<file path="config.mk">
export PLATFORM = sky130hd
export DESIGN_NAME = laser_pulse_sequencer
export DESIGN_NICKNAME = d
export VERILOG_FILES = /design/src/rtl/laser_pulse_sequencer.sv
export SDC_FILE = /design/constraint.sdc
export NUM_CORES = 1
export LEC_CHECK = 0
export CORE_MARGIN = 5
export CORE_UTILIZATION = 54
export DETAILED_ROUTE_END_ITERATION = 6
export PLACE_DENSITY = 0.88
export SYNTH_ARGS = -nofsm -noshare
export SYNTH_HDL_FRONTEND = slang
export SYNTH_SLANG_ARGS = --single-unit
</file>
<file path="constraint.sdc">
create_clock -name Clk -period 2.5 [get_ports Clk]
set_input_delay 0.25 -clock Clk [delete_from_list [all_inputs] [get_ports Clk]]
set_output_delay 0.25 -clock Clk [all_outputs]
set_load 0.01 [all_outputs]
</file>
<file path="src/rtl/laser_pulse_sequencer.sv">
// laser_pulse_sequencer
//   Drives a shared down-counting timer to fire a train of NPulses laser
//   pulses, each OnLen cycles long, separated by OffLen-cycle gaps.
//   The timer is external: this block supplies its enable/reload/load value
//   and reacts to its terminal-count pulse.
//
// Ports
//   Clk         system clock, rising edge
//   Rst         synchronous active-high reset
//   B           start button (rising edge starts a run)
//   Abort       synchronous kill, returns to IDLE without Done
//   OnLen       laser-on cycles per pulse (0 never starts a run)
//   OffLen      gap cycles between pulses (0 merges pulses)
//   NPulses     pulses per run (0 never starts a run)
//   ZPulse      timer terminal-count pulse
//   Et, Rt      timer enable / reload (reload wins)
//   TmrVal      timer load value
//   X           laser drive
//   Busy        high while a train is in progress (ON or GAP)
//   Done        one-cycle strobe after the last ON cycle
//   PulsesLeft  pulses remaining, current one included
module laser_pulse_sequencer #(
    parameter int NBits = 8,
    parameter int CBits = 4
) (
    input  logic             Clk,
    input  logic             Rst,
    input  logic             B,
    input  logic             Abort,
    input  logic [NBits-1:0] OnLen,
    input  logic [NBits-1:0] OffLen,
    input  logic [CBits-1:0] NPulses,
    input  logic             ZPulse,
    output logic             Et,
    output logic             Rt,
    output logic [NBits-1:0] TmrVal,
    output logic             X,
    output logic             Busy,
    output logic             Done,
    output logic [CBits-1:0] PulsesLeft
);

    typedef enum logic [1:0] {IDLE, ON, GAP, DONE} state_t;

    localparam logic [NBits-1:0] ONE_N = NBits'(1);
    localparam logic [CBits-1:0] ONE_C = CBits'(1);

    state_t           state;
    logic             bprev;
    logic [NBits-1:0] on_sh;
    logic [NBits-1:0] off_sh;
    logic [CBits-1:0] left;
    logic             start;
    logic             last;

    // bprev resets high so a button held through reset is not seen as an edge.
    assign start = B & ~bprev & (NPulses != '0) & (OnLen != '0);
    assign last  = (left == ONE_C);

    always_ff @(posedge Clk) begin
        if (Rst) begin
            state  <= IDLE;
            bprev  <= 1'b1;
            left   <= '0;
            on_sh  <= '0;
            off_sh <= '0;
        end else begin
            bprev <= B;
            if (Abort) begin
                state <= IDLE;
                left  <= '0;
            end else begin
                case (state)
                    IDLE: if (start) begin
                        on_sh  <= OnLen;
                        off_sh <= OffLen;
                        left   <= NPulses;
                        state  <= ON;
                    end
                    ON: if (ZPulse) begin
                        if (last) begin
                            left  <= '0;
                            state <= DONE;
                        end else begin
                            left  <= left - ONE_C;
                            // zero gap: reload on-time and keep X high
                            state <= (off_sh != '0) ? GAP : ON;
                        end
                    end
                    GAP: if (ZPulse) state <= ON;
                    DONE: state <= IDLE;
                    default: state <= IDLE;
                endcase
            end
        end
    end

    // Timer controls are Mealy on ZPulse so the next segment's length is
    // loaded on the same edge that ends the current one.
    always_comb begin
        Et     = 1'b0;
        Rt     = 1'b1;
        X      = 1'b0;
        TmrVal = on_sh - ONE_N;
        case (state)
            IDLE: begin
                TmrVal = OnLen - ONE_N;
            end
            ON: begin
                X  = 1'b1;
                Et = 1'b1;
                Rt = ZPulse & ~last;
                if (off_sh != '0) TmrVal = off_sh - ONE_N;
            end
            GAP: begin
                Et = 1'b1;
                Rt = ZPulse;
            end
            default: ;
        endcase
    end

    assign Busy       = (state == ON) || (state == GAP);
    assign Done       = (state == DONE);
    assign PulsesLeft = left;

endmodule

</file>
Yosys cells after proc, flatten, opt, wreduce, memory -nomap -nowiden
Index checks and enable logic that the tools add are counted.
W data, S select, Z words.
{"block": "word_totals", "ff_bits": 23, "inputBits": 25, "output_inout_bits": 17, "elab_cells": 49}
{"block": "classes", "n_addsub": 4, "eq_ne": 7, "muxes": 15, "bitwise_logic": 7, "n_reduce_logical": 11}
{"cell": "$sub A8 B1 Y8 const B", "n": 3}
{"cell": "$pmux W8 S2", "n": 1}
{"cell": "$reduce_bool A8 Y1", "n": 2}
{"cell": "$mux W4", "n": 3}
{"cell": "$mux W2", "n": 5}
{"cell": "$reduce_and A3 Y1", "n": 3}
{"cell": "$mux W8", "n": 1}
{"cell": "$pmux W2 S4", "n": 1}
{"cell": "$pmux W4 S2", "n": 1}
{"cell": "$ne A2 B2 Y1 const B", "n": 3}
{"cell": "$and A1 B1 Y1", "n": 4}
{"cell": "$eq A2 B2 Y1 const B", "n": 2}
{"cell": "$eq A4 B1 Y1 const B", "n": 1}
{"cell": "$reduce_bool A4 Y1", "n": 1}
{"cell": "$reduce_or A2 Y1", "n": 2}
{"cell": "$sub A4 B1 Y4 const B", "n": 1}
{"cell": "$not A1 Y1", "n": 3}
{"cell": "$eq A2 B1 Y1 const B", "n": 1}
{"cell": "$logic_not A2 Y1", "n": 1}
{"cell": "$mux W1", "n": 2}
{"cell": "$pmux W1 S2", "n": 1}
{"cell": "$reduce_bool A2 Y1", "n": 1}
{"cell": "$logic_or A1 B1 Y1", "n": 1}

Logic depth before layout (Yosys ltp)
Gate-level depths: netlist of the first run.
{"block": "logic_depth", "ltp_word": 6, "ltp_mapped": 8, "mapped_depth_nobuf": 7}

Worst setup path after synthesis of the first run
Ideal clock, no wire load.
{"block": "synth_path", "path_type": "reg-to-output", "from": "register off_sh[0]", "to": "output port TmrVal[3]", "arrival_ns": 1.583, "required_time_ns": 2.250, "slack_ns": 0.667, "path_stages_with_launch": 8, "n_path_buf": 1, "cell_sequence": "dfxtp_1 > inv_1 > ha_1 > nor3b_1 > and2_1 > buf_6 > nand2_1 > a311o_1"}
{"block": "synth_via", "elab_chain_cells": 3, "word_cells_on_any_way": 4, "cone_classes": "add/sub (1); mux (2); reduce/logical (1)"}
{"item": "start: declaration", "line_no": "51", "text": "logic [NBits-1:0] off_sh;"}
{"item": "start signal: assignment", "line_no": "76", "text": "off_sh <= OffLen;"}
{"item": "$sub A8 B1 Y8 or $reduce_bool A8 Y1 (tied branches)", "line_no": "113", "text": "if (off_sh != '0) TmrVal = off_sh - ONE_N;"}
{"item": "$mux W8 (*)", "line_no": "113"}
{"item": "$pmux W8 S2 (*)", "line_no": "105", "text": "case (state)"}
{"item": "end: declaration", "line_no": "36", "text": "output logic [NBits-1:0] TmrVal,"}
Mark *: on every way between the ends. The rest lies on a longest branch, timed or not.

Final worst setup path of the first run
Same ends and word-level chain as after synthesis.

==> flow_summary_export.csv, run 1 <==
group,metric,value,unit
outcome,status,"complete, no violations",
synth,netlist_area,0.00174,sq mm
cts,path_clk_slew,0.13,ns
worst_setup_path,path_class,"register to primary output",
worst_setup_path,crit_buf_inv,3,
route,dr.pass1.iters,4,
place,dp.cells,305,
power_and_ir_drop,power.leakage,1.08,nW
floorplan,core_area,0.00308,sq mm
synth,synth_edf_count,0,
timing,finalCritPeriodShare,95.4,%
power_and_ir_drop,ir_worst_vdd,0.275,mV
run,maxCapViolCount,0,
global_route,globalRouteTotalUtil,22.2,%
finish,instances_no_fill,311,
cts,h-tree-depth,1,
synth,netlist_top_cells_area,"dfxtp_1 (26%), mux2i_1 (11%), ha_1 (7.9%)",
global_route,antenna_found_initial,0,
place,dp_hpwl,3.50,mm
power_and_ir_drop,powerDensity,359,mW/mm^2
synth,yosysTopAreaCell,"dfxtp_1",
synth,syn_avg_cell_area,8.19,sq um
floorplan,ios,42,
synth,synth_cell_type_count,49,
floorplan,dieArea,0.00447,sq mm
worst_setup_path,crit_start,"off_sh[0]",
cts,clk_latency,0.32,ns
finish,drive_above_1_share,16.9,%
place,place_congestion,0.872,
route,postRouteAntennaNets,0,
timing,max_freq,419,MHz
cts,cts_inserted_buffers,3,
timing,slew_viol_final,0,
cts,cts-root-buf,"clkbuf_4",
synth,yosys_most_used_dff,"dfxtp_1",
synth,async_flop_share,0,%
global_route,grt_remaining_overflow,0,
worst_setup_path,r2r_slack,0.78,ns
cts,cts_num_sinks,23,
synth,syn_inst,213,
route,drcViolationCount,0,
worst_hold_path,min_path_type,"register to register",
worst_setup_path,cp-end-kind,"primary output",
timing,min_period,2.39,ns
worst_setup_path,worstReg2RegStart,"state[1]",
timing,rsz0062_at_grt,"false",
worst_setup_path,start_kind,"register",
worst_setup_path,cp_max_fo,7,
finish,final_area,0.00235,sq mm
synth,syn_nets,249,
synth,ys_seq_area_share,26.4,%
timing,hold_ws,0.496,ns
power_and_ir_drop,total_power,844,uW
worst_setup_path,cp_cell_sequence,"inv_1 -> ha_1 -> nor3b_2 -> buf_4 -> nand2_2 -> nand2_1 -> a311o_1 -> dlygate4sd2_1",
worst_setup_path,cpLargestDelayFamily,"buffers and inverters",
synth,yosys_warnings,0,
floorplan,die_w,66.8,um
floorplan,die_height,66.8,um
worst_setup_path,crit_required,2.25,ns
synth,netlist.area_leader.share,26.4,%
global_route,grt_max_degree,18,
worst_hold_path,worstHoldStart,"state[0]",
finish,syn2layout_area_growth,34.6,%
finish,utilization,76.3,%
route,vias,1731,
finish,diodes,0,
global_route,grt_pass1_wl,7.58,mm
route,drt_iter0_drc,117,
cts,cts_tree,"yes",
cts,clock_path_buffers,2,
finish,fin_nets,304,
timing,worst_slew_pin_slew,0.631,ns
timing,hold_viol_final,0,
place,place_ws,-0.0238,ns
global_route,grt_pass1_vias,1628,
timing,slew_headroom,57.8,%
route,vias_per_cell,5.57,
timing,setup_viol,0,
timing,tns,0,ns
route,wl,4.51,mm
floorplan,row_count,20,
worst_setup_path,cp_slowest_cell,"a311o_1",
place,io_buffers,41,
route,wire_per_inst,14.5,um
place,placed_area,0.00227,sq mm
floorplan,start_util,56.7,%
worst_setup_path,critPathMaxStageDelay,0.38,ns
synth,ys_ff_latch,23,
timing,skew,0.00871,ns
timing,layout_setup_ws,0.114,ns
worst_setup_path,arrival,2.14,ns
## power breakdown
| group | internal, mW | switching, mW | total (mW) |
|---|---|---|---|
| registers | 0.375 | 0.0102 | 0.385 |
| logic | 0.148 | 0.134 | 0.282 |
| clock network | 0.0624 | 0.115 | 0.178 |
| total | 0.585 | 0.259 | 0.844 |
## cell families after synthesis
kind of cell | synth area share (%)
simple gates | 22.8
compound gates | 16.7
buf+inv | 7.17
flops | 26.4
mux | 11.5
xor+xnor | 7.53
fa+ha+maj | 7.89
## state kept, by name (all words and copies together) (netlist names)
signal and count:
on_sh 8, off_sh 8, PulsesLeft 4, bprev 1, state 2
## worst register-to-register path, cell delays in order (launching register included)
cell and delay, ns:
dfxtp_2 0.37, inv_1 0.08, ha_2 0.34, inv_1 0.20
o21ai_0 0.25, nor2_1 0.13, o221a_1 0.26
## synthesized netlist by cell type, types with 2 or more instances
| library cell | n |
|---|---|
| nor2_1 | 35 |
| dfxtp_1 | 23 |
| mux2i_1 | 20 |
| nand2_1 | 18 |
| inv_1 | 15 |
| ha_1 | 11 |
| o21ai_0 | 10 |
| xnor2_1 | 10 |
| a21oi_1 | 5 |
| clkbuf_1 | 5 |
| nor3_1 | 5 |
| xor2_1 | 5 |
| nor3b_1 | 4 |
| a22oi_1 | 3 |
| nand3_1 | 3 |
| a31o_1 | 2 |
| buf_6 | 2 |
| nor4_2 | 2 |
| o21ai_1 | 2 |
| o22ai_1 | 2 |
| o31ai_1 | 2 |
| or2_2 | 2 |
## cell type report
| type | count | area [sq um] |
|---|---|---|
| multi-input combinational | 166 | 1190 |
| fill | 241 | 729 |
| timing repair buffer | 59 | 552 |
| sequential | 23 | 472 |
| inverter | 15 | 56.3 |
| tap | 44 | 55.1 |
| clock buffer | 4 | 26.3 |
## metal layers
metal  global-route usage [%]  routed length, um  vias up
met5                        0                  0        -
met4                     9.14                 96        0
met3                     2.87                268       11
met2                     36.1               2210       68
met1                     29.3               1940      791
li1                         -                  -      861
## final timing paths
check | endpoint | cells after the start
max | TmrVal[3] | 8
min | state[0] | 2
max reg2reg | PulsesLeft[1] | 6
min reg2reg | state[0] | 2
## cell usage in the layout, fill, tap and decap left out, types with 6 or more instances in the layout
| cell type | count |
|---|---|
| inv_1 | 15 |
| buf_4 | 17 |
| mux2i_1 | 20 |
| dfxtp_2 | 6 |
| xnor2_1 | 9 |
| dfxtp_1 | 16 |
| nand2_1 | 18 |
| nor2_1 | 35 |
| clkdlybuf4s50_1 | 33 |
| ha_1 | 9 |
| o21ai_0 | 7 |
## timing repair
| action | 4_1_cts | 5_1_grt |
|---|---|---|
| hold buffers | 0 | 0 |
| pin swaps | 1 | 4 |
| gates resized for setup | 13 | 15 |
| endpoints found under the hold margin | 0 | 0 |
| endpoints found under the setup margin | 8 | 6 |
| buffers inserted | 0 | 2 |
(Power assumes the default switching activity.)
==> inputs of run 2 (changes only) <==
Settings changed: SKIP_LAST_GASP set to 1.
==> flow_summary_export.csv, run 2 (synthesized netlist as in run 1, its figures left out) <==
group,metric,value,unit
power_and_ir_drop,powerDensity,359,mW/mm^2
cts,h-tree-depth,1,
cts,path_clk_slew,0.13,ns
finish,final_common_cell,"nor2_1",
global_route,grt_pass1_vias,1628,
worst_setup_path,cp_cell_sequence,"inv_1 -> ha_1 -> nor3b_2 -> buf_4 -> nand2_2 -> nand2_1 -> a311o_1 -> dlygate4sd2_1",
worst_setup_path,path_class,"register to primary output",
timing,finalCritPeriodShare,95.5,%
global_route,globalRouteTotalUtil,22.2,%
route,postRouteAntennaNets,0,
route,drcViolationCount,0,
global_route,antenna_found_initial,0,
route,vias_per_cell,5.56,
finish,fin_nets,304,
outcome,status,"complete, no violations",
finish,diodes,0,
cts,cts_inserted_buffers,3,
power_and_ir_drop,ir_worst_vdd,0.275,mV
run,maxCapViolCount,0,
floorplan,row_count,20,
timing,hold_ws,0.496,ns
timing,layout_setup_ws,0.113,ns
finish,drive_above_1_share,16.9,%
timing,slew_viol_final,0,
cts,clock_path_buffers,2,
route,dr.pass1.iters,4,
route,vias,1730,
floorplan,ios,42,
global_route,grt_max_degree,18,
timing,rsz0062_at_grt,"false",
power_and_ir_drop,swShare,30.7,%
power_and_ir_drop,p_switching,259,uW
cts,cts_tree,"yes",
timing,hold_viol_final,0,
route,dr_wl_met3,264,um
worst_setup_path,cp-end-kind,"primary output",
place,dp_hpwl,3.50,mm
power_and_ir_drop,clkPwrFrac,21.0,%
floorplan,die_height,66.8,um
route,top_layer,"met4",
power_and_ir_drop,total_power,845,uW
route,wl_met1,1.95,mm
global_route,grt_pass1_wl,7.58,mm
power_and_ir_drop,seqPwrFrac,45.6,%
floorplan,core_area,0.00308,sq mm
route,wire_per_inst,14.5,um
route,met2_length,2.21,mm
cts,clk_latency,0.32,ns
timing,worst_slew_pin_slew,0.631,ns
floorplan,start_util,56.7,%
global_route,grt_remaining_overflow,0,
worst_setup_path,crit_buf_inv,3,
worst_setup_path,start_kind,"register",
worst_setup_path,r2r_slack,0.78,ns
worst_hold_path,min_path_type,"register to register",
route,wl,4.51,mm
timing,skew,0.00869,ns
worst_setup_path,cp_max_fo,7,
finish,utilization,76.4,%
worst_setup_path,cpLargestDelayFamily,"buffers and inverters",
place,io_buffers,41,
timing,setup_viol,0,
place,place_congestion,0.872,
finish,mostFrequentLayoutCells,"nor2_1 (35), clkdlybuf4s50_1 (33), mux2i_1 (20)",
power_and_ir_drop,power.leakage,1.08,nW
route,drt_iter0_drc,117,
place,place_ws,-0.0238,ns
cts,cts-root-buf,"clkbuf_4",
worst_setup_path,crit_required,2.25,ns
cts,cts_num_sinks,23,
finish,fillers,239,
finish,syn2layout_area_growth,34.9,%
worst_setup_path,arrival,2.14,ns
worst_setup_path,cp_slowest_cell,"a311o_1",
worst_setup_path,critPathMaxStageDelay,0.38,ns
power_and_ir_drop,p_int,586,uW
power_and_ir_drop,combPwrFrac,33.4,%
timing,slew_headroom,57.8,%
floorplan,dieArea,0.00447,sq mm
timing,min_period,2.39,ns
timing,max_freq,419,MHz
floorplan,die_w,66.8,um
==> run 2: cell types whose count changed in the layout (fill, tap and decap cells not counted), sizes merged <==
cell / delta
dlygate4sd2: -1
dlymetal6s2s: +1
==> run 2: timing repair <==
action / 4_1_cts / 5_1_grt
buffers inserted: 0 / 2
hold buffers: 0 / 0
hold endpoints to repair: 0 / 0
setup endpoints to repair: 8 / 7
pin swaps: 1 / 4
resized for setup: 12 / 16
==> run 2: final cells by class <==
class / instances / area, sq um / area share [%]
inverters: 15 / 56.3 / 2.39
well taps: 44 / 55.1 / 2.34
flip-flops and latches: 23 / 472 / 20.1
clock buffers: 4 / 26.3 / 1.12
repair buffers: 59 / 556 / 23.6
multi-input cells: 166 / 1190 / 50.5
==> run 2: worst paths after layout <==
path	startpoint	end	cells past startpoint
min	state[0]	state[0]	2
min reg2reg	state[0]	state[0]	2
max reg2reg	state[1]	PulsesLeft[1]	6
max	off_sh[0]	TmrVal[3]	8
==> run 2: worst register-to-register path: cells and delay by family (launching register included) <==
family	cells	cell delay, ns
AO/OA/AOI/OAI	2	0.52
flip-flops	1	0.37
adder cells (fa/ha/maj)	1	0.34
buffers and inverters	2	0.28
AND/OR/NAND/NOR	1	0.13
==> run 2: layer usage <==
metal / global-route usage, % / up-vias
met5: 0 / -
met4: 9.14 / 0
met3: 2.87 / 11
met2: 36.1 / 68
met1: 29.3 / 790
li1: - / 861
==> run 2: power groups by stage <==
stage | combinational [mW] | sequential, mW | clock [mW]
after floorplan | 0.153 | 0.392 | 0
final | 0.282 | 0.385 | 0.178
after global routing | 0.308 | 0.387 | 0.206
after detailed placement | 0.278 | 0.393 | 0
after CTS | 0.277 | 0.386 | 0.181
after global placement | 0.272 | 0.393 | 0
==> run 2: per-stage QoR <==
stage	area, sq um	setup TNS, ns	instances
2_1_floorplan	1740	0	213
3_3_place_gp	2270	-0.0233	305
3_5_place_dp	2270	-0.0238	305
4_1_cts	2310	-0.0587	309
5_1_grt	2350	0	311
6_report	2350	0	311
